**src/rtl/mem_loader.sv**
```systemverilog
// Boot-time loader: owns the memory port while the core is held in reset, fills a window from a
// valid/ready stream, then releases the core. Define LOADER_VERIFY_EN to add checksum readback verify.
module mem_loader #(
   parameter int ADDR_WIDTH = 16,
   parameter int DATA_WIDTH = 8,
   parameter int LEN_WIDTH  = 17,
   parameter int CHK_WIDTH  = 16
) (
   input  logic                  clk,
   input  logic                  reset_n,
   input  logic                  start,
   input  logic [ADDR_WIDTH-1:0] base_addr,
   input  logic [LEN_WIDTH-1:0]  length,
   input  logic                  s_valid,
   input  logic [DATA_WIDTH-1:0] s_data,
   output logic                  s_ready,
   output logic                  mem_sel,
   output logic [ADDR_WIDTH-1:0] mem_addr,
   output logic [DATA_WIDTH-1:0] mem_din,
   output logic                  mem_we,
   input  logic [DATA_WIDTH-1:0] mem_dout,
   output logic                  core_reset_n,
   output logic                  busy,
   output logic                  done,
   output logic                  error
);
   localparam logic [2:0] S_IDLE   = 3'd0;
   localparam logic [2:0] S_LOAD   = 3'd1;
   localparam logic [2:0] S_VERIFY = 3'd2;
   localparam logic [2:0] S_CHECK  = 3'd3;
   localparam logic [2:0] S_DONE   = 3'd4;
   localparam logic [2:0] S_ERROR  = 3'd5;
   localparam logic [LEN_WIDTH-1:0] LEN_ONE = {{(LEN_WIDTH-1){1'b0}}, 1'b1};
`ifdef LOADER_VERIFY_EN
   localparam logic [2:0] S_POST_LOAD = S_VERIFY;
`else
   localparam logic [2:0] S_POST_LOAD = S_LOAD;
`endif

   logic [2:0]            state_q, state_d;
   logic [ADDR_WIDTH-1:0] base_q, base_d;
   logic [LEN_WIDTH-1:0]  len_q, len_d;
   logic [LEN_WIDTH-1:0]  cnt_q, cnt_d;
   logic                  s_ready_q, s_ready_d;
   logic                  mem_sel_q, mem_sel_d;
   logic [ADDR_WIDTH-1:0] mem_addr_q, mem_addr_d;
   logic [DATA_WIDTH-1:0] mem_din_q, mem_din_d;
   logic                  mem_we_q, mem_we_d;
   logic                  core_rst_n_q, core_rst_n_d;
   logic                  busy_q, busy_d;
   logic                  done_q, done_d;
   logic                  error_q, error_d;
   logic                  beat_s;
   logic [ADDR_WIDTH-1:0] cur_addr_s;
`ifdef LOADER_VERIFY_EN
   logic [CHK_WIDTH-1:0]  wr_sum_q, wr_sum_d;
   logic [CHK_WIDTH-1:0]  rd_sum_q, rd_sum_d;
   logic [CHK_WIDTH-1:0]  rd_sum_next_s;
   logic                  rd_issue_q, rd_issue_d;
   logic                  rd_valid_q, rd_valid_d;
`else
   logic                  unused_dout_s;
   assign unused_dout_s = ^mem_dout;
`endif

   // Next-state, datapath and output decode.
   always_comb begin
      state_d    = state_q;
      base_d     = base_q;
      len_d      = len_q;
      cnt_d      = cnt_q;
      s_ready_d  = 1'b0;
      mem_addr_d = mem_addr_q;
      mem_din_d  = mem_din_q;
      mem_we_d   = 1'b0;
      beat_s     = s_valid & s_ready_q;
      cur_addr_s = base_q + cnt_q[ADDR_WIDTH-1:0];
`ifdef LOADER_VERIFY_EN
      wr_sum_d      = wr_sum_q;
      rd_issue_d    = 1'b0;
      rd_valid_d    = rd_issue_q;
      // Read data lands one cycle after its address, so the final word is folded in during CHECK.
      rd_sum_next_s = rd_sum_q + (rd_valid_q ? CHK_WIDTH'(mem_dout) : {CHK_WIDTH{1'b0}});
      rd_sum_d      = rd_sum_next_s;
`endif
      case (state_q)
         S_IDLE, S_DONE, S_ERROR: begin
            if (start) begin
               base_d = base_addr;
               len_d  = length;
               cnt_d  = {LEN_WIDTH{1'b0}};
`ifdef LOADER_VERIFY_EN
               wr_sum_d = {CHK_WIDTH{1'b0}};
               rd_sum_d = {CHK_WIDTH{1'b0}};
`endif
               if (length == {LEN_WIDTH{1'b0}}) begin
                  state_d = S_DONE;
               end else begin
                  state_d   = S_LOAD;
                  s_ready_d = 1'b1;
               end
            end else begin
               state_d = state_q;
            end
         end
         S_LOAD: begin
            if (beat_s) begin
               mem_addr_d = cur_addr_s;
               mem_din_d  = s_data;
               mem_we_d   = 1'b1;
`ifdef LOADER_VERIFY_EN
               wr_sum_d = wr_sum_q + CHK_WIDTH'(s_data);
`endif
               if (cnt_q == len_q - LEN_ONE) begin
                  cnt_d   = {LEN_WIDTH{1'b0}};
                  state_d = S_POST_LOAD;
               end else begin
                  cnt_d     = cnt_q + LEN_ONE;
                  s_ready_d = 1'b1;
               end
            end else if (s_ready_q) begin
               s_ready_d = 1'b1;
            end else begin
               // Last write has drained; without verify the core can be released now.
               state_d = S_DONE;
            end
         end
`ifdef LOADER_VERIFY_EN
         S_VERIFY: begin
            if (cnt_q != len_q) begin
               mem_addr_d = cur_addr_s;
               cnt_d      = cnt_q + LEN_ONE;
               rd_issue_d = 1'b1;
            end else begin
               state_d = S_CHECK;
            end
         end
         S_CHECK: begin
            state_d = (wr_sum_q == rd_sum_next_s) ? S_DONE : S_ERROR;
         end
`endif
         default: begin
            state_d = S_IDLE;
         end
      endcase
      busy_d       = (state_d == S_LOAD) || (state_d == S_VERIFY) || (state_d == S_CHECK);
      done_d       = (state_d == S_DONE);
`ifdef LOADER_VERIFY_EN
      error_d      = (state_d == S_ERROR);
`else
      error_d      = 1'b0;
`endif
      core_rst_n_d = (state_d == S_DONE);
      mem_sel_d    = (state_d != S_DONE);
   end

   // Control state and registered outputs.
   always_ff @(posedge clk or negedge reset_n) begin
      if (!reset_n) begin
         state_q      <= S_IDLE;
         base_q       <= {ADDR_WIDTH{1'b0}};
         len_q        <= {LEN_WIDTH{1'b0}};
         cnt_q        <= {LEN_WIDTH{1'b0}};
         s_ready_q    <= 1'b0;
         mem_sel_q    <= 1'b1;
         mem_addr_q   <= {ADDR_WIDTH{1'b0}};
         mem_din_q    <= {DATA_WIDTH{1'b0}};
         mem_we_q     <= 1'b0;
         core_rst_n_q <= 1'b0;
         busy_q       <= 1'b0;
         done_q       <= 1'b0;
         error_q      <= 1'b0;
      end else begin
         state_q      <= state_d;
         base_q       <= base_d;
         len_q        <= len_d;
         cnt_q        <= cnt_d;
         s_ready_q    <= s_ready_d;
         mem_sel_q    <= mem_sel_d;
         mem_addr_q   <= mem_addr_d;
         mem_din_q    <= mem_din_d;
         mem_we_q     <= mem_we_d;
         core_rst_n_q <= core_rst_n_d;
         busy_q       <= busy_d;
         done_q       <= done_d;
         error_q      <= error_d;
      end
   end

`ifdef LOADER_VERIFY_EN
   // Checksum accumulators and the read-return pipeline.
   always_ff @(posedge clk or negedge reset_n) begin
      if (!reset_n) begin
         wr_sum_q   <= {CHK_WIDTH{1'b0}};
         rd_sum_q   <= {CHK_WIDTH{1'b0}};
         rd_issue_q <= 1'b0;
         rd_valid_q <= 1'b0;
      end else begin
         wr_sum_q   <= wr_sum_d;
         rd_sum_q   <= rd_sum_d;
         rd_issue_q <= rd_issue_d;
         rd_valid_q <= rd_valid_d;
      end
   end
`endif

   assign s_ready      = s_ready_q;
   assign mem_sel      = mem_sel_q;
   assign mem_addr     = mem_addr_q;
   assign mem_din      = mem_din_q;
   assign mem_we       = mem_we_q;
   assign core_reset_n = core_rst_n_q;
   assign busy         = busy_q;
   assign done         = done_q;
   assign error        = error_q;
endmodule

```
**config.mk**
```make
export PLATFORM = sky130hd
export DESIGN_NAME = mem_loader
export DESIGN_NICKNAME = d
export VERILOG_FILES = /design/src/rtl/mem_loader.sv
export SDC_FILE = /design/constraint.sdc
export NUM_CORES = 1
export LEC_CHECK = 0
export BUFFER_PORTS_ARGS = -buffer_cell sky130_fd_sc_hd__buf_2
export CAP_MARGIN = 20
export CORE_MARGIN = 3
export CORE_UTILIZATION = 60
export DETAILED_ROUTE_END_ITERATION = 8
export GPL_ROUTABILITY_DRIVEN = 0
export PLACE_DENSITY = 0.85
export SYNTH_ARGS = -nofsm -noshare
export SYNTH_HDL_FRONTEND = slang
export SYNTH_SLANG_ARGS = --single-unit
```
**constraint.sdc**
```tcl
create_clock -name clk -period 4.8 [get_ports clk]
set_input_delay 0.24 -clock clk [delete_from_list [all_inputs] [get_ports clk]]
set_output_delay 0.24 -clock clk [all_outputs]
set_load 0.005 [all_outputs]
```
==> metrics.cfg <==
[sta]
final-hold-violation-count=0
tns_ns=0
skew_ns=0.004184
hold_slack_ns=0.06665
tightest_slew_ns=0.6724
setup_viol=0
grt_setup_unrepaired=no
timing.final.max_slew_violations=0
fin_crit_ns=3.186
relSlewSlack_pct=54.76
period_share_pct=66.38
clock.fmax_ghz=0.3139

[routing]
ant_nets=0
drc_errors=0
drtIter0Drc=198
wl_per_cell_um=15.83
drt_pass1_iterations=4
vias=3717
totalWireLength_mm=10.21
vias_per_cell=5.763

[finish]
final_cell_mix=81 x dfrtp_1, 76 x nand2_1, 73 x buf_2, 31 x nor2_1, 30 x o21ai_0
layout_commonest_cell=dfrtp_1
drive_above_1_share_pct=24.73
nets=612
utilization_pct=72.04
stdcell_count=645
area_growth_pct=15.58
diodes=0

[setup_path]
crit_buf_inv=1
worstSetupEndpointType=register
path_max_fanout=10
path_delay_family=compound AO/OA/AOI/OAI gates
cp-start-kind=register
worst-endpoint-required_ns=5.04
critical_path.slowest_cell=a2111o_1
crit_type=register to register
crit_chain=inv_1 > ha_1 > or3b_4 > or4_4 > a211oi_2 > nand4_1 > a2111o_1 > a21oi_4 > nor2_1
critPathArrivalTime_ns=3.43
cpPeakStageDelay_ns=0.57

[synthesis]
ys_top_cells_by_area=dfrtp_1 44%, mux2_2 7.1%, nand2_1 6.2%
syn-mean-instance-area_um2=9.722
synth_cells=470
yosysTopAreaCell=dfrtp_1
synthArstFlopShare_pct=100.0
synth_ff_type=dfrtp_1
synth-warning-count=0
synth_seq_area_share_pct=44.93
synth-seq-cells=82
synth_top_area_share_pct=44.36
synth_edf_count=0
ys_types=59
synthesis.area_um2=4569

[die]
fp.dieW_um=93.27
initial_utilization_pct=62.33
core_area_um2=7331
die_area_um2=8698
die_h_um=93.27
io_pins=84
num_rows=31

[clock_tree]
cts_tree=built
cts_inserted_buffers=9
worstSkewPairLatency_ns=0.36
cts_root_buf=clkbuf_8
clockBufferDepth=2
htree_levels=3
cts_sinks=82
cts_setup_buffers=0
path_clk_slew_ns=0.08

[global_routing]
antenna_found_initial=0
grt_overflow=0
grt_pass1_vias=3798
grt_pass1_wl_mm=17.09
grt_max_degree=83
grt_usage_pct=24.90

[placed_design]
hpwlAfterDp_mm=7.256
io_buffers=74
dp.cells=627

[flow_run]
drv_cap=0

[power_and_ir_drop]
p_leak_nw=2.477
power_density_nw_per_um2=370.4
ir_drop_mv=0.2051

[run_status]
outcome=finished, final reports clean

[hold_path]
worstHoldPathType=input pin to register

[final timing paths]
path	from	to	slack [ns]	depth (start not counted)
max	len_q[0]$_DFFE_PN0P_	cnt_q[7]$_DFFE_PN0P_	1.61	9
min	s_data[6]	mem_din[6]$_DFFE_PN0P_	0.07	3
max reg2reg	len_q[0]$_DFFE_PN0P_	cnt_q[7]$_DFFE_PN0P_	1.61	9
min reg2reg	mem_din[1]$_DFFE_PN0P_	mem_din[1]$_DFFE_PN0P_	0.47	2
max in group asynchronous	reset_n	len_q[14]$_DFFE_PN0P_	3.85	3
min in group asynchronous	reset_n	cnt_q[7]$_DFFE_PN0P_	0.37	2
[Yosys cell counts (all sizes together) (13+ instances only)]
library cell / number
inv: 13
ha: 17
nand2: 76
xnor2: 18
clkbuf: 15
nor2: 31
nand3: 15
o21ai: 30
a21oi: 15
mux2: 29
xor2: 22
dfrtp: 81
[timing repair]
action	CTS	global route
hold endpoints to repair	0	34
hold buffers	0	1
resized for setup	0	0
[cells by family after synthesis]
| family | count (synthesis) | synth area share (%) |
|---|---|---|
| xor gates and xnor gates | 40 | 7.667 |
| adders and majority gates | 18 | 5.093 |
| muxes | 30 | 7.366 |
| AOI/OAI and AO/OA | 81 | 11.58 |
| DFF | 82 | 44.93 |
| and+or+nand+nor | 186 | 20.32 |
| other | 1 | 0.08207 |
| buffers and inverters | 32 | 2.957 |
[flip-flops by register name (all words and copies together) (netlist names)]
signal    count
base_q       16
busy          1
cnt_q        17
done          1
len_q        17
mem_addr     16
mem_din       8
mem_sel       1
mem_we        1
s_ready       1
state_q       3
[report_power, final]
group / internal (W) / switching [W] / total [W] / leakage [nW]
Combinational: 0.000219 / 0.000219 / 0.000439 / 1.31
Sequential: 0.000813 / 0.000102 / 0.000915 / 1.04
Clock: 0.000345 / 0.000258 / 0.000603 / 0.120
Total: 0.00138 / 0.000579 / 0.00196 / 2.48
[worst register-to-register path, cell delays in order (launching register included)]
cell	delay [ns]
dfrtp_1	0.43
inv_1	0.10
ha_1	0.23
or3b_4	0.41
or4_4	0.48
a211oi_2	0.24
nand4_1	0.15
a2111o_1	0.57
a21oi_4	0.35
nor2_1	0.10
[through the flow]
step / power (W) / area [um^2] / setup slack (ns)
after floorplan: 0.001193 / 4573 / 2.011
after global placement: 0.001331 / 5004 / 1.768
after detailed placement: 0.001362 / 5004 / 1.700
after CTS: 0.001969 / 5244 / 1.657
after global routing: 0.002071 / 5281 / 1.476
final: 0.001956 / 5281 / 1.614
[routing by layer]
metal / track usage, % / share of wire (%)
met3: 4.988 / 4.9
met1: 30.12 / 42
met4: 11.23 / 1.8
met5: 0 / 0
met2: 42.76 / 52
[final cells by class]
cell class	count	area (um^2)
sequential	82	2053
timing repair buffer	78	425.4
fill	540	2049
clock buffer	9	123.9
clock inverter	7	116.4
tap	99	123.9
inverter	13	48.80
multi-input combinational	357	2390
No activity file was read; power rests on OpenSTA's default activity.
